--- src/rtl/color_sequence_monitor.sv ---
// Colour-code sequence monitor: decodes the code to RGB and tracks a 2->3->4->5 cycle.
// Optional saturating error counter is built in when COLOR_MON_ERRCNT_EN is defined.
module color_sequence_monitor #(
  parameter int unsigned HOLD_CYCLES = 2,
  parameter int unsigned LOCK_THRESH = 4
) (
  input  logic        clk,
  input  logic        rst,
  input  logic [3:0]  color,
  output logic [11:0] rgb,
  output logic        locked,
  output logic        err,
  output logic [7:0]  err_count
);

  localparam logic [1:0] StSearch = 2'd0;
  localparam logic [1:0] StTrack  = 2'd1;
  localparam logic [1:0] StLocked = 2'd2;

  localparam logic [3:0] HoldTarget = 4'(HOLD_CYCLES);
  localparam logic [7:0] LockTarget = 8'(LOCK_THRESH);

  function automatic logic is_valid(input logic [3:0] c);
    return (c >= 4'd2) && (c <= 4'd5);
  endfunction

  function automatic logic [3:0] next_code(input logic [3:0] c);
    return (c == 4'd5) ? 4'd2 : c + 4'd1;
  endfunction

  function automatic logic [11:0] decode(input logic [3:0] c);
    logic [11:0] v;
    case (c)
      4'd2:    v = 12'hF00;
      4'd3:    v = 12'h0F0;
      4'd4:    v = 12'h00F;
      4'd5:    v = 12'hFFF;
      default: v = 12'h000;
    endcase
    return v;
  endfunction

  logic [1:0]  state_q, state_d;
  logic [3:0]  prev_q, prev_d;
  logic [3:0]  hold_cnt_q, hold_cnt_d;
  logic [7:0]  good_cnt_q, good_cnt_d;
  logic [11:0] rgb_q, rgb_d;
  logic        locked_q, locked_d;
  logic        err_q, err_d;

  logic changed;
  logic good;
  logic violation;

  always_comb begin
    changed   = (color != prev_q);
    good      = changed && is_valid(prev_q) && (color == next_code(prev_q)) &&
                (hold_cnt_q == HoldTarget);
    violation = changed ? !good : (hold_cnt_q == HoldTarget);

    prev_d     = color;
    hold_cnt_d = changed ? 4'd1 : ((hold_cnt_q == 4'd15) ? 4'd15 : hold_cnt_q + 4'd1);
    rgb_d      = decode(color);

    state_d    = state_q;
    good_cnt_d = good_cnt_q;
    case (state_q)
      StSearch: begin
        // Only a change between two valid codes starts tracking; the change itself is not good.
        if (changed && is_valid(prev_q) && is_valid(color)) begin
          state_d    = StTrack;
          good_cnt_d = 8'd0;
        end
      end
      StTrack: begin
        if (violation) begin
          state_d    = StSearch;
          good_cnt_d = 8'd0;
        end else if (good) begin
          good_cnt_d = good_cnt_q + 8'd1;
          if (good_cnt_d >= LockTarget) begin
            state_d = StLocked;
          end
        end
      end
      StLocked: begin
        if (violation) begin
          state_d    = StSearch;
          good_cnt_d = 8'd0;
        end
      end
      default: begin
        state_d    = StSearch;
        good_cnt_d = 8'd0;
      end
    endcase

    locked_d = (state_d == StLocked);
    err_d    = (state_q == StLocked) && violation;
  end

  always_ff @(posedge clk) begin
    if (!rst) begin
      state_q    <= StSearch;
      prev_q     <= 4'd0;
      hold_cnt_q <= 4'd0;
      good_cnt_q <= 8'd0;
      rgb_q      <= 12'h000;
      locked_q   <= 1'b0;
      err_q      <= 1'b0;
    end else begin
      state_q    <= state_d;
      prev_q     <= prev_d;
      hold_cnt_q <= hold_cnt_d;
      good_cnt_q <= good_cnt_d;
      rgb_q      <= rgb_d;
      locked_q   <= locked_d;
      err_q      <= err_d;
    end
  end

`ifdef COLOR_MON_ERRCNT_EN
  logic [7:0] err_count_q, err_count_d;

  always_comb begin
    err_count_d = err_count_q;
    if (err_d && (err_count_q != 8'hFF)) begin
      err_count_d = err_count_q + 8'd1;
    end
  end

  always_ff @(posedge clk) begin
    if (!rst) begin
      err_count_q <= 8'd0;
    end else begin
      err_count_q <= err_count_d;
    end
  end

  assign err_count = err_count_q;
`else
  assign err_count = 8'h00;
`endif

  assign rgb    = rgb_q;
  assign locked = locked_q;
  assign err    = err_q;

endmodule

--- config.mk ---
export PLATFORM = sky130hd
export DESIGN_NAME = color_sequence_monitor
export DESIGN_NICKNAME = d
export VERILOG_FILES = /design/src/rtl/color_sequence_monitor.sv
export SDC_FILE = /design/constraint.sdc
export NUM_CORES = 1
export LEC_CHECK = 0
export CORE_MARGIN = 1.5
export CORE_UTILIZATION = 56
export DETAILED_ROUTE_END_ITERATION = 12
export PLACE_DENSITY = 0.85
export SYNTH_ARGS = -nofsm -noshare
export SYNTH_HDL_FRONTEND = slang
export SYNTH_SLANG_ARGS = --single-unit
--- constraint.sdc ---
create_clock -name clk -period 3.2 [get_ports clk]
set_input_delay 0.32 -clock clk [delete_from_list [all_inputs] [get_ports clk]]
set_output_delay 0.32 -clock clk [all_outputs]
set_load 0.02 [all_outputs]
# Word-level counts from Yosys, hierarchy flattened
# Cells that the tools add are included.
op_classes:
  n_mux: 16
  bitwise_logic: 1
  magnitude_cmp: 5
  eq_ne: 15
  addsub: 3
  reduce_logical: 11
ops:
  columns: ["op", "count"]
  rows:
  - ["$pmux W12 S4", 1]
  - ["$mux W8", 4]
  - ["$pmux W8 S3", 1]
  - ["$eq A4 B2 Y1 const B", 3]
  - ["$eq A4 B3 Y1 const B", 3]
  - ["$mux W2", 5]
  - ["$add A4 B1 Y4 const B", 2]
  - ["$add A8 B1 Y8 const B", 1]
  - ["$ge A4 B2 Y1 const B", 2]
  - ["$ge A8 B3 Y1 const B", 1]
  - ["$le A4 B3 Y1 const B", 2]
  - ["$mux W4", 2]
  - ["$logic_and A1 B1 Y1", 7]
  - ["$pmux W2 S3", 1]
  - ["$eq A2 B2 Y1 const B", 2]
  - ["$eq A4 B4 Y1", 1]
  - ["$eq A4 B4 Y1 const B", 1]
  - ["$ne A2 B2 Y1 const B", 2]
  - ["$ne A4 B4 Y1", 1]
  - ["$ne A3 B3 Y1 const B", 1]
  - ["$reduce_and A3 Y1", 1]
  - ["$eq A2 B1 Y1 const B", 1]
  - ["$logic_not A2 Y1", 1]
  - ["$mux W1", 2]
  - ["other kinds (3)", 3]
word_totals:
  reg_bits: 32
  input_bits: 6

# Depth between registers and ports, before layout
# Gate-level depths: netlist (run 1).
logic_depth:
  depth_word: 10
  ltp_mapped: 8
  mapped_depth_nobuf: 8

# Least setup slack after synthesis (run 1)
# No wires, ideal clock.
synth_timing:
  kind: "register -> register"
  from: "register prev_q[1]"
  to: "register good_cnt_q[2]"
  synth_period_minus_slack_ps: 2144
  required_time_ps: 3080
  path_stages_with_launch: 9
  path_buffers: 0
  setup_ps: 120
  setup_slack_ps: 1056
  arrival_ps: 2024
  path_cell_list: "dfxtp_1 -> inv_1 -> ha_1 -> nand3b_1 -> a2111oi_0 -> and4b_4 -> nand4_1 -> nor3b_1 -> a211o_1"
synth_between:
  elab_chain_len: 9
  elab_cells_between_ends: 20
synth_rtl:
  columns: ["element", "line_no", "rtl"]
  rows:
  - ["start, declared", "44", "logic [3:0] prev_q, prev_d;"]
  - ["start signal, assigned", "113", "prev_q <= prev_d;"]
  - ["$add A4 B1 Y4 (tied with other cells)", "28", "return (c == 4'd5) ? 4'd2 : c + 4'd1;"]
  - ["$mux W4 / $logic_and A1 B1 Y1 (equally long branches)", "28, 24", null]
  - ["$eq A4 B4 Y1 / $logic_and A1 B1 Y1 (equally long branches)", "57, 70", null]
  - ["$logic_and A1 B1 Y1 (2 in series)", "57", "good = changed && is_valid(prev_q) && (color == next_code(prev_q)) &&"]
  - ["$logic_not A1 Y1", "59", "violation = changed ? !good : (hold_cnt_q == HoldTarget);"]
  - ["$mux W1", "59", null]
  - ["$ne A3 B3 Y1 (no source line) (tied with other cells)", null, null]
  - ["$reduce_and A3 Y1 (no source line) / $pmux W8 S3 (equally long branches)", null, null]
  - ["end signal, assigned", "115", "good_cnt_q <= good_cnt_d;"]
  - ["end, declared", "46", "logic [7:0] good_cnt_q, good_cnt_d;"]
# Several ways; a longest one is shown, not always the timed one.
# A chain may end at the register's enable or synchronous reset.

# Final worst setup path (run 1)
# Same ends and word-level chain as after synthesis.

==> results of run 1 <==
layer usage:
layer	track usage, %	wire length [µm]	vias up
met5	0	0	-
met4	7.32	34	0
met3	3.23	97	5
met2	38.9	1470	38
met1	27.0	1330	599
li1	-	-	616
sequential cells by signal (all words and copies together) (netlist names):
register,flops
prev_q,4
locked,1
rgb,3
good_cnt_q,8
state_q,2
err,1
hold_cnt_q,4
stage by stage:
stage	hold slack, ns	worst slack, ns	util (%)	instance area (µm²)
floorplan	0.399	1.06	-	1540
global placement	0.511	0.710	63.9	1610
detailed placement	0.527	0.597	63.9	1610
CTS	0.541	0.685	65.0	1640
global route	0.573	0.518	65.0	1640
finish	0.541	0.692	65.0	1640
worst register-to-register path: stages, from the launching register on:
cell and delay (ns):
sky130_fd_sc_hd__dfxtp_1 0.51, sky130_fd_sc_hd__inv_1 0.11, sky130_fd_sc_hd__ha_1 0.26, sky130_fd_sc_hd__nand3b_1 0.17, sky130_fd_sc_hd__a2111oi_0 0.41, sky130_fd_sc_hd__and4b_4 0.28
sky130_fd_sc_hd__nand4_1 0.31, sky130_fd_sc_hd__nor3b_1 0.10, sky130_fd_sc_hd__a211o_1 0.27
logic make-up (layout without fill, tap and decap cells):
| group | Yosys count | in the layout |
|---|---|---|
| xor+xnor | 7 | 7 |
| flops | 23 | 23 |
| compound gates | 33 | 33 |
| buf+inv | 27 | 29 |
| simple gates | 75 | 75 |
| other cells | 1 | 8 |
| fa+ha+maj | 7 | 7 |
final timing paths:
check / endpoint / slack [ns] / depth (start not counted)
worst max-delay path: good_cnt_q[2] / 0.69 / 8
worst min-delay path: state_q[0] / 0.54 / 1
worst max register to register: good_cnt_q[2] / 0.69 / 8
worst min register to register: state_q[0] / 0.54 / 1
layout by cell type, fill, tap and decap left out, drive strengths merged, types with 5 or more instances in the layout:
cell	count
a21o	5
a21oi	5
and2	5
clkdlybuf4s50	19
conb	8
dfxtp	23
ha	7
inv	5
nand2	14
nand3	6
nor2	14
nor3	8
nor3b	5
cell type report:
type	instances	area [µm²]
timing repair buffer	19	190
clock buffer	4	26.3
tap	30	37.5
inverter	6	22.5
multi-input combinational	130	902
sequential	23	460
fill	220	883
where the power goes:
group | switching [mW] | internal (mW) | total [mW]
registers | 0.00988 | 0.292 | 0.302
logic | 0.0523 | 0.0370 | 0.0893
clock network | 0.0887 | 0.0488 | 0.138
==> flow_metrics.env, run 1 <==
export IMPL_chipHeight_um=55.0
export IMPL_cts_root_buffer_cell="sky130_fd_sc_hd__clkbuf_4"
export IMPL_crit_path_start_kind="flip-flop"
export IMPL_crit_path_end_kind="flip-flop"
export IMPL_route_final_wire_length_mm=2.93
export IMPL_worst_endpoint_data_arrival_time_ns=2.73
export IMPL_timing_rr_start="prev_q[1]"
export IMPL_postSynth_topFlopCell="sky130_fd_sc_hd__dfxtp_1"
export IMPL_crit_path_leading_delay_family="simple AND/OR/NAND/NOR gates"
export IMPL_cell_count_after_placement=208
export IMPL_stdcell_count=212
export IMPL_max_slew_worst_pin_slew_ns=0.502
export IMPL_setup_viol=0
export IMPL_top_cells_by_count_synth="sky130_fd_sc_hd__dfxtp_1, sky130_fd_sc_hd__buf_4, sky130_fd_sc_hd__nand2_1, sky130_fd_sc_hd__nor2_1"
export IMPL_power_density_nw_per_um2=323
export IMPL_first_global_vias=1086
export IMPL_cts_tree="done"
export IMPL_max_slew_margin_rel_pct=66.2
export IMPL_grt_pass1_wl_mm=4.74
export IMPL_post_synth_num_cell_types=50
export IMPL_grt_antenna_before_repair=0
export IMPL_cap_violations=0
export IMPL_post_synth_instance_area_um2=1510
export IMPL_gp_congestion=0.821
export IMPL_share_of_flip_flops_with_an_asynchronous_set_or_reset_pct=0
export IMPL_drt_antenna_violating_nets=0
export IMPL_critical_path_max_stage_delay_ns=0.51
export IMPL_max_freq_mhz=399
export IMPL_chipWidth_um=55.0
export IMPL_post_drt_via_cell_ratio=5.93
export IMPL_yosys_cell_count_top_type="sky130_fd_sc_hd__dfxtp_1"
export IMPL_synth_top_cells_by_area="sky130_fd_sc_hd__dfxtp_1, sky130_fd_sc_hd__buf_4, sky130_fd_sc_hd__ha_1, sky130_fd_sc_hd__nand2_1, sky130_fd_sc_hd__nor2_1"
export IMPL_cts_resized=0
export IMPL_ys_seq_area_share_pct=30.4
export IMPL_grt_total_usage_pct=21.9
export IMPL_grt_overflow_total=0
export IMPL_wire_per_inst_um=13.8
export IMPL_synth_largest_area_cell="sky130_fd_sc_hd__dfxtp_1"
export IMPL_drc_violation_count_after_routing=0
export IMPL_hold_path_startpoint="state_q[0]"
export IMPL_post_synth_inst_count=173
export IMPL_synth_yosys_warnings=0
export IMPL_io_buffers=19
export IMPL_critPathSlowestCell="sky130_fd_sc_hd__dfxtp_1"
export IMPL_drt_first_iter_violations=24
export IMPL_timing_worst_setup_path_type="flip-flop to flip-flop"
export IMPL_initial_core_util_pct=60.0
export IMPL_synth_compound_area_share_pct=18.4
export IMPL_post_synthesis_share_of_cell_area_spent_on_and_or_nand_and_nor_gates_pct=28.8
export IMPL_drive_gt1_share_pct=8.24
export IMPL_post_cts_setup_buffer_count=0
export IMPL_critical_path_startpoint="prev_q[1]"
export IMPL_timing_critical_path_cells="inv_1 > ha_1 > nand3b_1 > a2111oi_0 > and4b_4 > nand4_1 > nor3b_1 > a211o_1"
export IMPL_io_pin_count=28
export IMPL_leakage_nw=0.662
export IMPL_clock_path_buffers=2
export IMPL_core_area_um2=2520
export IMPL_xor_and_xnor_area_share_after_synthesis_pct=4.55
export IMPL_post_synth_top_area_fraction_pct=30.4
export IMPL_post_dp_hpwl_mm=2.26
export IMPL_floorplan_die_area_um2=3020
export IMPL_period_share_pct=78.4
export IMPL_synth_seq_cells=23
export IMPL_ir_worst_vdd_mv=0.242
export IMPL_worst_ep_required_time_ns=3.42
export IMPL_placementRows=18
export IMPL_clock_skew_ns=0.00428
export IMPL_firstDrtPassIters=4
export IMPL_vias=1258
export IMPL_post_synthesis_mux_area_share_pct=0
export IMPL_finalNetCount=196
export IMPL_area_delta_synth_final_pct=8.26
export IMPL_grt_setup_unrepaired="false"
export IMPL_antenna_diode_count=0
export IMPL_final_min_clock_period_ns=2.51
export IMPL_timing_final_max_slew_violations=0
export IMPL_hold_viol=0
export IMPL_clock_sink_count=23
export IMPL_setup_tns_final_ns=0
export IMPL_crit_fanout=9
export IMPL_insertion_delay_ns=0.32
export IMPL_synth_enable_flop_cells=0
export IMPL_cts_buffers=3
export IMPL_cts_reportedPaths_clkPinSlew_ns=0.12
export IMPL_hp_class="flip-flop to flip-flop"
export IMPL_status="finished, final reports clean"
export IMPL_htree_num_levels=1
export IMPL_synth_adder_area_share_pct=5.79
export IMPL_synth_top_family_by_area="simple AND/OR/NAND/NOR gates"
export IMPL_power_total_mw=0.529
export IMPL_buffers_and_inverters_on_the_worst_path=1
export IMPL_cts_hold_repair_buffers=0
export IMPL_grt_max_degree=13
export IMPL_syn_mean_instance_area_um2=8.75
No activity file was read; power rests on OpenSTA's default activity.
==> inputs of run 2 (changes only) <==
--- a/config.mk
+++ b/config.mk
@@ -6,9 +6,9 @@
 export NUM_CORES = 1
 export LEC_CHECK = 0
 export CORE_MARGIN = 1.5
-export CORE_UTILIZATION = 56
+export CORE_UTILIZATION = 52
 export DETAILED_ROUTE_END_ITERATION = 12
-export PLACE_DENSITY = 0.85
+export PLACE_DENSITY = 0.79
 export SYNTH_ARGS = -nofsm -noshare
 export SYNTH_HDL_FRONTEND = slang
 export SYNTH_SLANG_ARGS = --single-unit
==> constraint.sdc (replaced) <==
create_clock -name clk -period 2.5 [get_ports clk]
set_input_delay 0.25 -clock clk [delete_from_list [all_inputs] [get_ports clk]]
set_output_delay 0.25 -clock clk [all_outputs]
set_load 0.02 [all_outputs]
==> flow_metrics.env, run 2 (synthesized netlist as in run 1, its figures left out) <==
export IMPL_area_delta_synth_final_pct=12.9
export IMPL_layout_cells_most_common="sky130_fd_sc_hd__dfxtp_1"
export IMPL_placementRows=19
export IMPL_cts_tree="done"
export IMPL_htree_num_levels=1
export IMPL_finish_instance_area_um2=1710
export IMPL_initial_core_util_pct=54.9
export IMPL_io_pin_count=28
export IMPL_crit_fanout=8
export IMPL_first_global_vias=1126
export IMPL_timing_worst_setup_path_type="flip-flop to flip-flop"
export IMPL_vias=1278
export IMPL_io_buffers=19
export IMPL_cts_buffers=3
export IMPL_drc_violation_count_after_routing=0
export IMPL_grt_overflow_total=0
export IMPL_post_cts_setup_buffer_count=0
export IMPL_cap_violations=0
export IMPL_hold_viol=0
export IMPL_status="finished, final reports clean"
export IMPL_insertion_delay_ns=0.31
export IMPL_drt_first_iter_violations=88
export IMPL_grt_pass1_wl_mm=4.82
export IMPL_firstDrtPassIters=4
export IMPL_grt_antenna_before_repair=0
export IMPL_clock_sink_count=23
export IMPL_power_density_nw_per_um2=399
export IMPL_period_share_pct=93.9
export IMPL_crit_path_start_kind="flip-flop"
export IMPL_wire_per_inst_um=12.7
export IMPL_finalNetCount=205
export IMPL_setup_viol=0
export IMPL_cts_root_buffer_cell="sky130_fd_sc_hd__clkbuf_4"
export IMPL_route_final_wire_length_mm=2.83
export IMPL_detailed_place_area_um2=1680
export IMPL_hp_class="flip-flop to flip-flop"
export IMPL_clock_skew_ns=0.00607
export IMPL_clock_path_buffers=2
export IMPL_post_dp_hpwl_mm=2.20
export IMPL_worst_endpoint_data_arrival_time_ns=2.61
export IMPL_setup_tns_final_ns=0
export IMPL_max_flop_register="good_cnt_q"
export IMPL_gp_congestion=0.948
export IMPL_chipWidth_um=57.0
export IMPL_antenna_diode_count=0
export IMPL_cts_hold_repair_buffers=0
export IMPL_drt_antenna_violating_nets=0
export IMPL_core_area_um2=2760
export IMPL_post_drt_via_cell_ratio=5.76
export IMPL_top_regs="good_cnt_q (8), hold_cnt_q (4), prev_q (4)"
export IMPL_grt_total_usage_pct=18.5
export IMPL_cts_resized=0
export IMPL_ir_worst_vdd_mv=0.295
export IMPL_most_common_layout_cells="sky130_fd_sc_hd__dfxtp_1, sky130_fd_sc_hd__clkdlybuf4s50_1, sky130_fd_sc_hd__nor2_1, sky130_fd_sc_hd__nand2_1, sky130_fd_sc_hd__buf_4"
export IMPL_final_min_clock_period_ns=2.35
export IMPL_max_freq_mhz=426
export IMPL_floorplan_die_area_um2=3240
export IMPL_grt_setup_unrepaired="false"
export IMPL_cts_reportedPaths_clkPinSlew_ns=0.13
export IMPL_max_reg_flops=8
export IMPL_timing_final_max_slew_violations=0
export IMPL_grt_max_degree=14
export IMPL_nFillCells=249
export IMPL_worst_ep_required_time_ns=2.76
export IMPL_crit_path_end_kind="flip-flop"
export IMPL_chipHeight_um=57.0
export IMPL_leakage_nw=0.707
export IMPL_drive_gt1_share_pct=13.1
-- run 2: layout make-up --
class | instances | area [µm²] | area share (%)
multi-input cells | 130 | 902 | 52.8
flip-flops and latches | 23 | 460 | 26.9
repair buffers | 28 | 258 | 15.1
well taps | 31 | 38.8 | 2.27
clock buffers | 3 | 22.5 | 1.32
inverters | 6 | 22.5 | 1.32
clock inverters | 1 | 5.00 | 0.293
-- run 2: worst max-delay path, cell delays in order, from the launching register on --
cell and delay (ns):
sky130_fd_sc_hd__dfxtp_1 0.48, sky130_fd_sc_hd__inv_1 0.10, sky130_fd_sc_hd__ha_1 0.31, sky130_fd_sc_hd__xor2_1 0.15, sky130_fd_sc_hd__a211oi_1 0.22, sky130_fd_sc_hd__and4b_4 0.30
sky130_fd_sc_hd__nand3_4 0.10, sky130_fd_sc_hd__a311oi_4 0.46, sky130_fd_sc_hd__a211o_1 0.19
-- run 2: worst paths after layout --
check | startpoint | to | slack, ns | cells after the start
max | prev_q[0] | good_cnt_q[2] | 0.15 | 8
min | hold_cnt_q[0] | hold_cnt_q[0] | 0.54 | 1
max reg2reg | prev_q[0] | good_cnt_q[2] | 0.15 | 8
min reg2reg | hold_cnt_q[0] | hold_cnt_q[0] | 0.54 | 1
-- run 2: metal layers --
layer / wire [µm] / GRT usage [%]
met1: 1280 / 22.6
met2: 1390 / 33.0
met3: 109 / 2.27
met4: 41 / 6.98
met5: 0 / 0
-- run 2: stage by stage --
stage / hold WS [ns] / util (%) / worst slack, ns / cells / power [mW]
2_1_floorplan: 0.329 / - / 0.356 / 180 / 0.490
3_3_place_gp: 0.509 / 61.0 / 0.170 / 218 / 0.515
3_5_place_dp: 0.511 / 61.0 / 0.101 / 218 / 0.519
4_1_cts: 0.550 / 62.0 / 0.147 / 222 / 0.691
5_1_grt: 0.561 / 62.0 / 0.00185 / 222 / 0.716
6_report: 0.540 / 62.0 / 0.153 / 222 / 0.683
-- run 2: report_power, final --
group	internal, mW	switching (mW)	leakage [nW]
logic	0.0565	0.0704	0.502
registers	0.374	0.0112	0.187
clock network	0.0598	0.111	0.0177
